$ cat src/rtl/ej32_rs_arb.sv
// Return-stack arbiter and sequencer for the eJ32 core: port A (branch) has priority,
// port B (debug/trap) can lock the stack and is protected from starvation.
// Define EJ32_RS_GUARD_EN to enable depth tracking, overflow/underflow guarding and sticky err.
module ej32_rs_arb #(
  parameter int DSZ    = 32,
  parameter int SSZ    = 6,
  parameter int STARVE = 4
) (
  input  logic           clk,
  input  logic           rst,
  input  logic           a_req,
  input  logic [2:0]     a_op,
  input  logic [SSZ-1:0] a_off,
  input  logic [DSZ-1:0] a_wd,
  output logic           a_gnt,
  output logic           a_rv,
  output logic [DSZ-1:0] a_rd,
  input  logic           b_req,
  input  logic [2:0]     b_op,
  input  logic [SSZ-1:0] b_off,
  input  logic [DSZ-1:0] b_wd,
  output logic           b_gnt,
  output logic           b_rv,
  output logic [DSZ-1:0] b_rd,
  input  logic           b_lock,
  output logic           a_stall,
  output logic           rs_ren,
  output logic           rs_wen,
  output logic [SSZ-1:0] rs_raddr,
  output logic [SSZ-1:0] rs_waddr,
  output logic [DSZ-1:0] rs_wdata,
  input  logic [DSZ-1:0] rs_rdata,
  output logic [SSZ-1:0] rp,
  output logic [1:0]     err,
  input  logic           err_clr
);

  localparam int CW = $clog2(STARVE + 1);
  localparam logic [2:0] OP_PUSH = 3'd1;
  localparam logic [2:0] OP_POP  = 3'd2;
  localparam logic [2:0] OP_MOVE = 3'd3;
  localparam logic [2:0] OP_READ = 3'd4;
  localparam logic [2:0] OP_POPR = 3'd5;

  typedef enum logic {ARB, LOCK} state_t;

  state_t         state;
  logic [CW-1:0]  starve_cnt;
  logic           arb_mode;
  logic           force_b;
  logic           xfer;
  logic [2:0]     op;
  logic [SSZ-1:0] off;
  logic [DSZ-1:0] wd;
  logic           full;
  logic           empty;
  logic           push_ok;
  logic           pop_ok;
  logic           rd_issue;
  logic           rd_zero;
  logic           ovf;
  logic           unf;
  logic           hit;
  logic [SSZ-1:0] rp_nxt;
  logic           last_wen;
  logic [SSZ-1:0] last_waddr;
  logic [DSZ-1:0] last_wdata;
  logic           a_pend;
  logic           b_pend;
  logic           byp;
  logic           zero_q;
  logic [DSZ-1:0] byp_data;
  logic [DSZ-1:0] a_hold;
  logic [DSZ-1:0] b_hold;
  logic [DSZ-1:0] ret_data;

  // Dropping b_lock releases the lock in the same cycle, so normal arbitration applies then.
  assign arb_mode = (state == ARB) || !b_lock;
  assign force_b  = arb_mode && a_req && b_req && (starve_cnt == CW'(STARVE));

  always_comb begin
    a_gnt = 1'b0;
    b_gnt = 1'b0;
    if (!arb_mode)
      b_gnt = b_req;
    else if (force_b)
      b_gnt = 1'b1;
    else if (a_req)
      a_gnt = 1'b1;
    else
      b_gnt = b_req;
  end

  assign a_stall = a_req && !a_gnt;
  assign xfer    = a_gnt || b_gnt;
  assign op      = a_gnt ? a_op  : b_op;
  assign off     = a_gnt ? a_off : b_off;
  assign wd      = a_gnt ? a_wd  : b_wd;

  always_comb begin
    rs_ren   = 1'b0;
    rs_wen   = 1'b0;
    rs_raddr = '0;
    rs_waddr = '0;
    rs_wdata = '0;
    push_ok  = 1'b0;
    pop_ok   = 1'b0;
    rd_issue = 1'b0;
    rd_zero  = 1'b0;
    ovf      = 1'b0;
    unf      = 1'b0;
    if (xfer) begin
      case (op)
        OP_PUSH: begin
          if (full) begin
            ovf = 1'b1;
          end else begin
            rs_wen   = 1'b1;
            rs_waddr = rp + SSZ'(1);
            rs_wdata = wd;
            push_ok  = 1'b1;
          end
        end
        OP_POP: begin
          if (empty) unf = 1'b1;
          else       pop_ok = 1'b1;
        end
        OP_MOVE: begin
          rs_wen   = 1'b1;
          rs_waddr = rp;
          rs_wdata = wd;
        end
        OP_READ: begin
          rs_ren   = 1'b1;
          rs_raddr = rp - off;
          rd_issue = 1'b1;
        end
        OP_POPR: begin
          rd_issue = 1'b1;
          // An underflowing POPR still answers, with zero instead of stack data.
          if (empty) begin
            unf     = 1'b1;
            rd_zero = 1'b1;
          end else begin
            rs_ren   = 1'b1;
            rs_raddr = rp;
            pop_ok   = 1'b1;
          end
        end
        default: ;
      endcase
    end
  end

  assign rp_nxt = push_ok ? rp + SSZ'(1) : (pop_ok ? rp - SSZ'(1) : rp);

  // The BRAM does not yet hold last cycle's write when we read it, so forward it.
  assign hit      = rs_ren && last_wen && (rs_raddr == last_waddr);
  assign ret_data = zero_q ? '0 : (byp ? byp_data : rs_rdata);
  assign a_rv     = a_pend;
  assign b_rv     = b_pend;
  assign a_rd     = a_pend ? ret_data : a_hold;
  assign b_rd     = b_pend ? ret_data : b_hold;

  always_ff @(posedge clk) begin
    if (rst) begin
      state      <= ARB;
      starve_cnt <= '0;
    end else begin
      if (b_gnt)
        starve_cnt <= '0;
      else if (a_gnt && b_req)
        starve_cnt <= starve_cnt + CW'(1);
      case (state)
        ARB:     if (b_gnt && b_lock) state <= LOCK;
        LOCK:    if (!b_lock) state <= ARB;
        default: state <= ARB;
      endcase
    end
  end

  always_ff @(posedge clk) begin
    if (rst) begin
      rp         <= '0;
      last_wen   <= 1'b0;
      last_waddr <= '0;
      last_wdata <= '0;
      a_pend     <= 1'b0;
      b_pend     <= 1'b0;
      byp        <= 1'b0;
      byp_data   <= '0;
      zero_q     <= 1'b0;
      a_hold     <= '0;
      b_hold     <= '0;
    end else begin
      rp         <= rp_nxt;
      last_wen   <= rs_wen;
      last_waddr <= rs_waddr;
      last_wdata <= rs_wdata;
      a_pend     <= a_gnt && rd_issue;
      b_pend     <= b_gnt && rd_issue;
      byp        <= hit;
      byp_data   <= last_wdata;
      zero_q     <= rd_zero;
      if (a_pend) a_hold <= ret_data;
      if (b_pend) b_hold <= ret_data;
    end
  end

`ifdef EJ32_RS_GUARD_EN
  logic [SSZ:0] depth;

  assign full  = (depth == (SSZ+1)'(2**SSZ));
  assign empty = (depth == '0);

  // A new error in the same cycle as err_clr is kept.
  always_ff @(posedge clk) begin
    if (rst) begin
      depth <= '0;
      err   <= '0;
    end else begin
      if (push_ok)
        depth <= depth + (SSZ+1)'(1);
      else if (pop_ok)
        depth <= depth - (SSZ+1)'(1);
      err <= (err & {2{~err_clr}}) | {unf, ovf};
    end
  end
`else
  logic unused_ok;

  assign full      = 1'b0;
  assign empty     = 1'b0;
  assign err       = '0;
  assign unused_ok = &{1'b0, err_clr, ovf, unf};
`endif

endmodule

$ cat config.mk
export PLATFORM = sky130hd
export DESIGN_NAME = ej32_rs_arb
export DESIGN_NICKNAME = d
export VERILOG_FILES = /design/src/rtl/ej32_rs_arb.sv
export SDC_FILE = /design/constraint.sdc
export NUM_CORES = 1
export LEC_CHECK = 0
export ABC_AREA = 0
export BUFFER_PORTS_ARGS = -buffer_cell sky130_fd_sc_hd__buf_2
export CORE_MARGIN = 2
export CORE_UTILIZATION = 41
export CTS_CLUSTER_SIZE = 10
export DETAILED_ROUTE_END_ITERATION = 10
export PLACE_DENSITY = 0.73
export SETUP_SLACK_MARGIN = 0.2
export SYNTH_ARGS = -nofsm -noshare
export SYNTH_HDL_FRONTEND = slang
export SYNTH_SLANG_ARGS = --single-unit
$ cat constraint.sdc
create_clock -name clk -period 3 [get_ports clk]
set_input_delay 0.15 -clock clk [delete_from_list [all_inputs] [get_ports clk]]
set_output_delay 0.15 -clock clk [all_outputs]
set_load 0.03 [all_outputs]
==> results of run 1 <==
layer usage:
layer | track usage (%) | part of all wire, % | vias up
li1 | - | - | 2878
met1 | 28.03 | 45 | 2588
met2 | 33.19 | 48 | 174
met3 | 4.748 | 5.2 | 26
met4 | 7.097 | 1.8 | 0
met5 | 0 | 0 | -
registers in the layout (all words and copies together), names as in the netlist:
signal / cells
a_hold: 32
b_hold: 32
byp_data: 32
last_wdata: 32
last_waddr: 6
rp: 6
starve_cnt: 3
a_rv: 1
b_rv: 1
byp: 1
last_wen: 1
state: 1
cell usage after synthesis, types with 3 or more instances:
library cell,count
clkbuf_1,33
nor3b_1,6
and3_1,3
nor3_1,8
xnor2_1,8
xor2_1,10
buf_2,4
inv_1,10
and2_1,67
a21oi_1,71
buf_1,12
o22ai_1,3
nor2_1,153
nor2b_1,34
mux2_2,5
dfxtp_1,148
nand2_1,15
ha_1,9
nand3_1,7
o21ai_0,7
nand4b_1,4
nand2b_1,3
buf_4,3
mux2i_1,69
logic make-up after synthesis:
family	share of synthesized area, %
and+or+nand+nor	24.18
DFF	45.99
AOI/OAI and AO/OA	8.623
muxes	12.37
buffers and inverters	4.273
xor gates and xnor gates	2.447
adders and majority gates	2.059
other	0.05821
cell usage in the layout (no fill, tap or decap), types with 7 or more instances in the layout:
master,synthesis,layout
buf_2,4,236
nor2_1,153,153
dfxtp_1,148,143
mux2i_1,69,69
a21oi_1,71,68
and2_1,67,66
buf_4,3,36
nor2b_1,34,34
clkbuf_16,0,18
nand2_1,15,10
xor2_1,10,9
nor3_1,8,8
inv_1,10,7
nand3_1,7,7
ha_1,9,7
critical path: stages, from the launching register on:
cell,delay [ns]
dfxtp_2,0.33
inv_2,0.08
ha_4,0.15
nand3_4,0.10
nand2_8,0.12
inv_8,0.05
buf_6,0.11
mux2i_1,0.11
ha_1,0.32
o21ai_2,0.07
a21oi_2,0.16
o22ai_4,0.09
xnor2_2,0.16
a211oi_4,0.29
buf_6,0.17
stage by stage:
step	std cells	worst slack (ns)	instance area (µm²)
after floorplan	727	0.2030	6494
after global placement	1146	0.2749	7883
after global routing	1196	0.004460	8752
final	1196	0.1064	8752
after CTS	1188	0.1592	8602
after detailed placement	1146	0.09298	7883
path summary, 6_finish.rpt:
path | end | slack [ns] | cells past startpoint
setup / recovery | rs_raddr[5] | 0.11 | 14
hold / removal | last_wdata[17] | 0.007 | 3
setup reg to reg | byp | 0.25 | 14
hold reg to reg | byp_data[6] | 0.42 | 1
power by group through the flow:
stage | Sequential [mW] | Clock [mW] | Combinational, mW
5_1_grt | 2.08 | 2.13 | 1.19
6_report | 2.07 | 2.00 | 1.10
4_1_cts | 2.07 | 2.04 | 1.05
3_5_place_dp | 2.11 | 0 | 0.984
2_1_floorplan | 2.12 | 0 | 0.670
3_3_place_gp | 2.11 | 0 | 0.969
area by class of cell:
cell class,instances,area (µm²)
diodes,2,5.005
clock buffers,20,446.7
clock inverters,10,110.1
fillers,1394,6506
inverters,11,48.80
multi-input cells,514,3346
flip-flops and latches,148,2969
well taps,211,264.0
repair buffers,280,1563
what timing repair did:
action,in CTS,in global routing
hold buffers,1,0
endpoints found under the setup margin,14,43
buffers inserted,11,5
endpoints found under the hold margin,1,0
cloned,0,1
resized for setup,21,20
pin swaps,16,15
==> out/results.tsv, run 1 <==
stage	metric	value	unit
global_routing	antenna_found_initial	2	
synth	synth_cell_type_count	54	
final_layout	fin_util	57.36	%
timing	slew_violations	0	
placed_design	routabilityCongestion	0.8512	
power	p_sw	1.477	mW
detailed_routing	drtAntennaViolNets	0	
die	die_area	16730	µm²
run_status	outcome	finished clean	
synth	ys_seq_elements	148	
synth	synth.area.top_cells	dfxtp_1 (46%), mux2i_1 (11%), nor2_1 (8.9%), and2_1 (6.5%), a21oi_1 (5.5%)	
power	p_int	3.700	mW
clock_network	clock_latency	0.42	ns
timing	relSlewSlack	52.99	%
synth	ys_seq_area_share	45.99	%
clock_network	root_buffer	clkbuf_16	
synth	synthesis.area	6442	µm²
power	switching_share	28.54	%
detailed_routing	first_iter_violations	286	
setup_path	cp-start-kind	flip-flop	
synth	yosysTopAreaCellShare	45.99	%
setup_path	end_kind	output pin	
clock_network	cts_tree	built	
timing	hold_viol	0	
global_routing	grt-ovfl-total	0	
die	die_w	129.4	µm
clock_network	cts_made_buffers	17	
die	pin_count	243	
die	die_h	129.4	µm
timing	worst_pin_slew	0.7051	ns
synth	synth_area_leader_cell	dfxtp_1	
detailed_routing	wirelength	17790	µm
power	leakage	4.172	nW
final_layout	layout-drive-gt1-share	36.11	%
setup_path	path_max_fanout	5	
power	p_per_area	591.5	nW/µm²
detailed_routing	drc	0	
power	peakVddDrop	0.0004197	V
setup_path	r2r-start	starve_cnt[0]	
placed_design	place.port_buffers	239	
detailed_routing	viasPerCell	4.737	
global_routing	grt_pass1_wl	27030	µm
setup_path	cp.required	2.85	ns
detailed_routing	via_count	5666	
setup_path	startpoint	starve_cnt[0]	
timing	fmax	0.3456	GHz
timing	finalSetupTns	0	ns
synth	ys.flop_type	dfxtp_1	
global_routing	grt_usage	20.86	%
timing	hold_ws	0.007107	ns
placed_design	hpwlAfterDp	12690	µm
min_path	min_from	a_wd[17]	
timing	timing.final.crit_period	2.894	ns
clock_network	numClockSinks	148	
synth	postSynthAreaPerCell	8.874	µm²
timing	finalCritPeriodShare	96.45	%
global_routing	grt_pass1_vias	5259	
detailed_routing	dr.pass1.iters	5	
timing	rsz0062_at_grt	true	
power	combPwrFrac	21.3	%
global_routing	grt_max_degree	67	
setup_path	worstPathArrival	2.74	ns
power	p_total	5.177	mW
synth	ys_warn_count	0	
die	start_util	42.22	%
die	num_rows	45	
synth	synth-async-reset-ratio	0	%
detailed_routing	wire_per_inst	14.87	µm
die	core	15260	µm²
clock_network	htree_levels	4	
synth	synth_edf_count	0	
run	drv_cap	0	
min_path	hold_class	primary input to flip-flop	
power	power_frac_clock	38.7	%
timing	fin_worst_skew	0.01149	ns
clock_network	path_clk_slew	0.06	ns
final_layout	nets	1102	
setup_path	critPathKind	flip-flop to output pin	
final_layout	area_growth	35.85	%
power	seq_power_share	40.0	%
synth	synthCells	726	
timing	finalSetupViolCount	0	
clock_network	clock_path_buffers	2	
Power figures use the tool's default switching activity.
==> inputs of run 2 (changes only) <==
--- a/config.mk
+++ b/config.mk
@@ -7,11 +7,11 @@
 export LEC_CHECK = 0
 export ABC_AREA = 0
 export BUFFER_PORTS_ARGS = -buffer_cell sky130_fd_sc_hd__buf_2
-export CORE_MARGIN = 2
+export CORE_MARGIN = 5
 export CORE_UTILIZATION = 41
 export CTS_CLUSTER_SIZE = 10
 export DETAILED_ROUTE_END_ITERATION = 10
-export PLACE_DENSITY = 0.73
+export PLACE_DENSITY = 0.71
 export SETUP_SLACK_MARGIN = 0.2
 export SYNTH_ARGS = -nofsm -noshare
 export SYNTH_HDL_FRONTEND = slang
==> constraint.sdc (replaced) <==
create_clock -name clk -period 3.2 [get_ports clk]
set_input_delay 0.16 -clock clk [delete_from_list [all_inputs] [get_ports clk]]
set_output_delay 0.16 -clock clk [all_outputs]
set_load 0.03 [all_outputs]
==> out/results.tsv, run 2 (synthesized netlist as in run 1, its figures left out) <==
stage	metric	value	unit	change
run_status	outcome	finished clean		
setup_path	cp.required	3.04	ns	+0.19 ns
die	core	15310	µm²	+0.37%
timing	hold_viol	0		unchanged
power	leakage	4.136	nW	-0.88%
timing	fmax	0.3434	GHz	
timing	finalCritPeriodShare	91.00	%	
global_routing	antenna_found_initial	0		-2
placed_design	routabilityCongestion	0.8248		-3.1%
final_layout	area_growth	34.45	%	
power	peakVddDrop	0.0003583	V	-15%
detailed_routing	drtAntennaViolNets	0		unchanged
power	p_per_area	579.5	nW/µm²	-2.0%
final_layout	final_cell_mix	buf_2 (237), nor2_1 (153), dfxtp_1 (144)		
global_routing	grt.met2_usage	29.48	%	-3.7 points
die	die_w	135.4	µm	+4.6%
detailed_routing	drc	0		unchanged
clock_network	cts_made_buffers	17		unchanged
setup_path	cp-start-kind	primary input		
timing	finalSetupViolCount	0		unchanged
clock_network	numClockSinks	148		unchanged
timing	hold_ws	0.02368	ns	+0.01657 ns
die	die_h	135.4	µm	+4.6%
final_layout	final_common_cell	buf_2		
final_layout	nets	1087		-1.4%
die	num_rows	45		unchanged
global_routing	grtUsageMet1	24.97	%	-3.1 points
timing	timing.final.crit_period	2.912	ns	
die	pin_count	243		unchanged
setup_path	critPathKind	primary input to output pin		
power	combPwrFrac	18.8	%	-2.5 points
power	p_int	3.641	mW	-1.6%
detailed_routing	via_count	5554		-2.0%
clock_network	path_clk_slew	0.06	ns	about the same
detailed_routing	viasPerCell	4.703		-0.73%
power	p_total	5.019	mW	-3.0%
min_path	hold_class	primary input to flip-flop		
power	seq_power_share	39.0	%	-1.0 points
detailed_routing	wirelength	17720	µm	-0.39%
final_layout	antennaDiodeCount	0		-2
setup_path	worstPathArrival	2.75	ns	about the same
placed_design	place.port_buffers	239		unchanged
power	p_sw	1.378	mW	-6.7%
final_layout	fin_util	56.56	%	-0.80 points
global_routing	use_met3	4.086	%	-0.66 points
power	switching_share	27.46	%	-1.1 points
placed_design	postPlaceCellArea	7796	µm²	-1.1%
clock_network	root_buffer	clkbuf_16		
detailed_routing	dr.pass1.iters	4		-1
timing	slew_violations	0		unchanged
timing	fin_worst_skew	0.007663	ns	-0.003829 ns
global_routing	grt_usage	18.66	%	-2.2 points
timing	worst_pin_slew	0.9620	ns	+0.2569 ns
run	drv_cap	0		unchanged
final_layout	finalNonFillerCells	1181		-1.3%
timing	relSlewSlack	35.87	%	-17 points
die	die_area	18320	µm²	+9.5%
global_routing	grt-ovfl-total	0		unchanged
detailed_routing	wire_per_inst	15.00	µm	+0.87%
placed_design	pre_cts_slack	0.1210	ns	+0.02798 ns
timing	setup_ws	0.2879	ns	+0.1815 ns
clock_network	cts_tree	built		
global_routing	grt_max_degree	70		+4.5%
final_layout	final_cell_area	8662	µm²	-1.0%
die	start_util	42.07	%	-0.16 points
clock_network	clock_latency	0.41	ns	about the same
clock_network	htree_levels	4		unchanged
placed_design	placedCellCount	1137		-0.79%
global_routing	grt_pass1_wl	26940	µm	-0.33%
setup_path	path_max_fanout	7		+2
power	power_frac_clock	42.2	%	+3.5 points
timing	finalSetupTns	0	ns	unchanged
clock_network	clock_path_buffers	2		unchanged
global_routing	grt-busiest-layer	met2		
detailed_routing	first_iter_violations	242		-15%
timing	rsz0062_at_grt	true		
placed_design	hpwlAfterDp	12800	µm	+0.89%
setup_path	end_kind	output pin		
final_layout	layout-drive-gt1-share	34.43	%	-1.7 points
global_routing	grt_pass1_vias	5145		-2.2%
run 2: critical path, stage by stage:
cell           delay [ns]
dlygate4sd3_1        0.53
buf_2                0.15
a21boi_4             0.24
nand2_8              0.10
clkinv_8             0.08
mux2i_1              0.19
ha_1                 0.29
o21ai_1              0.18
a21oi_2              0.05
o22ai_2              0.18
xnor2_1              0.13
a211oi_4             0.29
buf_6                0.17
run 2: final timing paths:
| kind | cells past startpoint | endpoint | slack, ns | from |
|---|---|---|---|---|
| max | 13 | rs_raddr[5] | 0.29 | b_lock |
| min | 3 | last_wdata[24] | 0.02 | a_wd[24] |
| max reg2reg | 16 | byp | 0.42 | starve_cnt[0] |
| min reg2reg | 1 | byp_data[24] | 0.43 | last_wdata[24] |
run 2: cell type report:
cell class              instances  area, µm²
repair buffers                265       1415
inverters                      11      53.80
multi-input cells             514       3318
clock inverters                12      176.4
fillers                      1409       6653
clock buffers                  20      466.7
flip-flops and latches        148       2968
well taps                     211      264.0
run 2: layer usage:
| layer | up-vias | wire, µm |
|---|---|---|
| met5 | - | 0 |
| met4 | 0 | 320 |
| met3 | 26 | 927 |
| met2 | 164 | 8595 |
| met1 | 2510 | 7875 |
| li1 | 2854 | - |
run 2: what timing repair did:
item,CTS,global route
gates cloned,0,0
pin swaps,2,12
buffers inserted,2,9
hold buffers,1,0
gates resized for setup,13,20
setup endpoints to repair,44,24
endpoints found under the hold margin,1,0
run 2: power groups by stage:
stage | combinational [mW] | sequential, mW | clock [mW]
after floorplan | 0.622 | 1.99 | 0
after global placement | 0.879 | 1.99 | 0
after detailed placement | 0.886 | 1.99 | 0
after CTS | 0.913 | 1.95 | 2.16
after global routing | 1.02 | 1.96 | 2.25
final | 0.945 | 1.96 | 2.12
